$ cat config.mk
export PLATFORM = sky130hd
export DESIGN_NAME = host_rdback
export DESIGN_NICKNAME = d
export VERILOG_FILES = /design/src/rtl/host_rdback.sv
export SDC_FILE = /design/constraint.sdc
export NUM_CORES = 1
export LEC_CHECK = 0
export ABC_AREA = 1
export BUFFER_PORTS_ARGS = -buffer_cell sky130_fd_sc_hd__buf_2
export CAP_MARGIN = 10
export CORE_MARGIN = 1
export CORE_UTILIZATION = 51
export CTS_BUF_LIST = sky130_fd_sc_hd__clkbuf_8
export CTS_CLUSTER_DIAMETER = 80
export CTS_CLUSTER_SIZE = 12
export DETAILED_ROUTE_END_ITERATION = 8
export PLACE_DENSITY = 0.83
export SLEW_MARGIN = 20
export SYNTH_ARGS = -nofsm -noshare
export SYNTH_HDL_FRONTEND = slang
export SYNTH_SLANG_ARGS = --single-unit
$ cat constraint.sdc
create_clock -name clk_i -period 1.65 [get_ports clk_i]
set_clock_uncertainty 0.2 [all_clocks]
set_input_delay 0.33 -clock clk_i [delete_from_list [all_inputs] [get_ports clk_i]]
set_output_delay 0.33 -clock clk_i [all_outputs]
set_load 0.05 [all_outputs]
$ cat src/rtl/host_rdback.sv
// Host readback engine: one address byte in, one Wishbone classic read, four reply bytes out LSB first.
// Latency rx->tx_valid >= 2 cycles; reply bytes held until tx_ready_i, rx bytes arriving while busy are dropped.
module host_rdback #(
  parameter logic [31:0] ADDR_BASE  = 32'h0000_0000,
  parameter int          ADDR_SHIFT = 0,
  parameter int          TIMEOUT    = 255,
  parameter logic [31:0] ERR_WORD   = 32'hDEAD_BEEF
) (
  input  logic        clk_i,
  input  logic        rst_i,
  input  logic        en_i,
  input  logic [7:0]  rx_data_i,
  input  logic        rx_valid_i,
  output logic [7:0]  tx_data_o,
  output logic        tx_valid_o,
  input  logic        tx_ready_i,
  output logic [31:0] wb_adr_o,
  input  logic [31:0] wb_dat_i,
  input  logic        wb_ack_i,
  input  logic        wb_err_i,
  output logic        wb_cyc_o,
  output logic        wb_stb_o,
  output logic        wb_we_o,
  output logic [3:0]  wb_sel_o,
  output logic [2:0]  wb_cti_o,
  output logic [1:0]  wb_bte_o,
  output logic        busy_o,
  output logic        done_o,
  output logic        err_o,
  output logic        overrun_o
);

  localparam int CW = $clog2(TIMEOUT + 1);

  typedef enum logic [1:0] {S_IDLE, S_WB_RD, S_TX} state_t;

  state_t        r_state, w_state_nxt;
  logic [CW-1:0] r_cnt;
  logic [31:0]   r_adr;
  logic [31:0]   r_data;
  logic [1:0]    r_k;
  logic          r_done, r_err, r_ovr;
  logic          w_cyc, w_tx_vld, w_timeout, w_last_acc;
  logic [31:0]   w_adr_nxt;

  // Counter starts at 0 on the first bus cycle, so TIMEOUT-1 marks the last allowed cycle.
  assign w_timeout  = (r_cnt == CW'(TIMEOUT - 1));
  assign w_last_acc = (r_state == S_TX) && tx_ready_i && (r_k == 2'd3);
  assign w_adr_nxt  = ADDR_BASE + ({24'h0, rx_data_i} << ADDR_SHIFT);

  always_comb begin
    w_state_nxt = r_state;
    w_cyc       = 1'b0;
    w_tx_vld    = 1'b0;
    case (r_state)
      S_IDLE: begin
        if (rx_valid_i && en_i) w_state_nxt = S_WB_RD;
      end
      S_WB_RD: begin
        w_cyc = 1'b1;
        if (wb_ack_i || wb_err_i || w_timeout) w_state_nxt = S_TX;
      end
      S_TX: begin
        w_tx_vld = 1'b1;
        if (w_last_acc) w_state_nxt = S_IDLE;
      end
      default: w_state_nxt = S_IDLE;
    endcase
  end

  always_ff @(posedge clk_i) begin
    if (rst_i) begin
      r_state <= S_IDLE;
      r_cnt   <= '0;
      r_adr   <= '0;
      r_data  <= '0;
      r_k     <= '0;
      r_done  <= 1'b0;
      r_err   <= 1'b0;
      r_ovr   <= 1'b0;
    end else begin
      r_state <= w_state_nxt;
      r_done  <= w_last_acc;
      r_err   <= (r_state == S_WB_RD) && !wb_ack_i && (wb_err_i || w_timeout);
      r_ovr   <= rx_valid_i && (r_state != S_IDLE);
      case (r_state)
        S_IDLE: begin
          if (rx_valid_i && en_i) begin
            r_adr <= w_adr_nxt;
            r_cnt <= '0;
            r_k   <= '0;
          end
        end
        S_WB_RD: begin
          r_cnt <= r_cnt + 1'b1;
          // Ack takes priority over a simultaneous error.
          if (wb_ack_i)                   r_data <= wb_dat_i;
          else if (wb_err_i || w_timeout) r_data <= ERR_WORD;
        end
        S_TX: begin
          if (tx_ready_i) r_k <= r_k + 1'b1;
        end
        default: ;
      endcase
    end
  end

  assign tx_valid_o = w_tx_vld;
  assign tx_data_o  = w_tx_vld ? r_data[{r_k, 3'b000} +: 8] : 8'h00;
  assign wb_adr_o   = r_adr;
  assign wb_cyc_o   = w_cyc;
  assign wb_stb_o   = w_cyc;
  assign wb_we_o    = 1'b0;
  assign wb_sel_o   = 4'hF;
  assign wb_cti_o   = 3'b000;
  assign wb_bte_o   = 2'b00;
  assign busy_o     = (r_state != S_IDLE);
  assign done_o     = r_done;
  assign err_o      = r_err;
  assign overrun_o  = r_ovr;

endmodule

==> flow_summary.ini <==
[run_status]
status = finished with violations
violations = setup timing

[timing]
setup_slack_ns = -0.323
setup_viol = 8
hold_violations = 0
tns_ns = -2.33
max_freq_mhz = 507
timing.hold.ws_ns = 0.0564
period_minus_slack_ns = 1.97
timing.final.max_slew_violations = 0
period_share_pct = 120
rsz0062_at_grt = true

[floorplanning]
die_area_mm2 = 0.00569
rows = 26
boundaryPins = 104
coreArea_mm2 = 0.00514
die_y_um = 75.5
die_w_um = 75.5
start_util_pct = 53.5

[setup_path]
cp-end-kind = output pin
crit_path_start_kind = flop
crit_required_ns = 1.12
arrival_ns = 1.44
path_class = flop to output pin
worstPathMaxFanout = 17

[global_routing]
overflow = 0
grt_max_degree = 27
antenna_found_initial = 0
grt_pass1_vias = 2357
track_usage_pct = 24.4
grt_pass1_wl_um = 10500

[logic_synthesis]
netlist_instances = 392
synth_top_family_by_area = compound AO/OA/AOI/OAI gates
ys_ff_latch = 55
synth_compound_area_share_pct = 20.6
yosys.area_share.adder_pct = 1.36
synthSimpleGateAreaFrac_pct = 17.8
synth.top_cell.area_share_pct = 40.0
synth_cell_type_count = 23
synth_edf_count = 0
ys_async_sr_fraction_pct = 0
syn_avg_cell_area_um2 = 7.02
synth_top_area_cell = dfxtp_1
ys_seq_area_share_pct = 40.0
yosys_warnings = 0
synth_mux_area_share_pct = 0
ys_top_cells_by_area = dfxtp_1 (40%), a21oi_1 (11%), buf_4 (9.5%)
yosys_most_used_dff = dfxtp_1
synth_xor_xnor_area_share_pct = 0.318
mappedNetlistArea_mm2 = 0.00275

[pwr]
seq_power_share_pct = 48.4
p_int_w = 0.00193
switching_share_pct = 35.0
ir_worst_vdd_v = 0.000344
cellPowerDensity_mw_per_mm2 = 804
leakage_nw = 1.56
comb_power_share_pct = 27.7
p_switching_w = 0.00104
p_clk_share_pct = 23.8

[run]
drv_cap = 0

[detailed_routing]
wirelength_um = 7350
dr.pass1.iters = 4
vias_per_cell = 5.01
dr_total_vias = 2688
drc = 0
ant_nets = 0
first_iter_violations = 224
routedWlPerCell_um = 13.7

[clock_tree]
clock_path_buffers = 2
clk-insertion-delay-late_ns = 0.31
cts_root_buf = clkbuf_8
cts-buffers-inserted = 5
clkTransAtPathRegs_ns = 0.10
h-tree-depth = 2
cts_tree = built
clock_sinks = 55
cts_hold_buf = 0

[worst_hold_path]
hp-class = input pin to flop

[finish]
fillers = 370
syn_to_final_growth_pct = 34.1
seq_area_mm2 = 0.00111
multi_input_area_mm2 = 0.00154
drive_gt1_share_pct = 33.9
fin_util_pct = 71.8
n_antenna_cell = 0
layout.nets = 515

[place]
gp_congestion = 0.811
io_buffer_count = 69
hpwl_um = 4440
==> worst paths after layout <==
| check | start | to | slack (ns) | cells past startpoint |
|---|---|---|---|---|
| worst min-delay path | rx_valid_i | overrun_o$_SDFF_PP0_ | 0.06 | 3 |
| worst min register to register | r_data[1]$_SDFFE_PP0P_ | r_data[1]$_SDFFE_PP0P_ | 0.27 | 2 |
| worst max-delay path | r_k[0]$_SDFFE_PP0P_ | tx_data_o[6] | -0.32 | 5 |
| worst max register to register | r_state[1]$_SDFFE_PP0P_ | r_data[3]$_SDFFE_PP0P_ | 0.05 | 8 |
==> layout by cell type (no fill, tap or decap), types with 2 or more instances in the layout <==
cell type  instances
o21ai_1           26
clkinv_2           2
dfxtp_2            4
o21ai_2           14
inv_1             44
a21oi_4           17
inv_2              3
buf_12             6
buf_4             10
nor2_4             3
o21ai_0           13
dfxtp_1           49
nand3_1           14
clkbuf_8           5
buf_2             57
dfxtp_4            2
a21oi_1           36
nand2_2            4
nor2_1            36
ha_1               3
conb_1            34
buf_6             11
buf_8              4
nand2_1           51
inv_4              3
a21oi_2            6
nand2_4            3
==> registers in the layout, summed over array words and instances (netlist names) <==
register and count:
err_o 1, overrun_o 1, r_cnt 8, r_state 2
wb_adr_o 8, r_data 32, done_o 1, r_k 2
==> layer usage <==
metal	up-vias	track usage, %	share of wire [%]
li1	1330	-	-
met3	19	5.82	5.3
met5	-	0	0
met4	0	9.88	2.4
met1	1224	29.5	40
met2	115	41.7	52
==> cell families after synthesis <==
kind of cell	count (synthesis)
DFF	55
buffers and inverters	104
other	2
and+or+nand+nor	114
adders and majority gates	3
AOI/OAI and AO/OA	113
xor gates and xnor gates	1
==> per-stage QoR <==
stage	setup WS, ns	area (µm²)	instances	total power (W)
3_3_place_gp	-0.0443	3240	523	0.00212
6_report	-0.323	3690	536	0.00296
4_1_cts	-0.277	3470	534	0.00287
5_1_grt	-0.366	3690	536	0.00310
2_1_floorplan	-0.0519	3000	424	0.00204
3_5_place_dp	-0.0675	3240	523	0.00214
==> critical path, stage by stage (launching register included) <==
cell and delay [ns]:
dfxtp_4 0.42, inv_8 0.10, a21oi_2 0.17, o21ai_2 0.10, a21oi_4 0.16, buf_6 0.17
==> power groups by stage <==
| stage | sequential [W] | combinational, W | clock, W |
|---|---|---|---|
| floorplan | 0.00150 | 0.000536 | 0 |
| global placement | 0.00146 | 0.000669 | 0 |
| CTS | 0.00143 | 0.000729 | 0.000714 |
| finish | 0.00144 | 0.000823 | 0.000706 |
| global route | 0.00144 | 0.000885 | 0.000773 |
| detailed placement | 0.00146 | 0.000681 | 0 |
==> what timing repair did <==
action | 4_1_cts | 5_1_grt
setup endpoints to repair | 12 | 29
pin swaps | 3 | 5
resized for setup | 49 | 51
buffers inserted | 3 | 2
==> area by class of cell <==
class                           count  share of cell area [%]
Clock inverter                      3                   0.339
Inverter                           50                    5.53
Tap cell                           70                    2.37
Sequential cell                    55                    30.2
Timing Repair Buffer               88                    18.0
Multi-Input combinational cell    265                    41.7
Clock buffer                        5                    1.87
==> synth_stat cells (all sizes together), types with 2 or more instances <==
master / count
dfxtp: 55
ha: 3
nand2: 59
buf: 44
nand3: 14
inv: 49
nor2: 39
conb: 2
o21ai: 54
clkbuf: 10
a21oi: 59
Power figures use the tool's default switching activity.
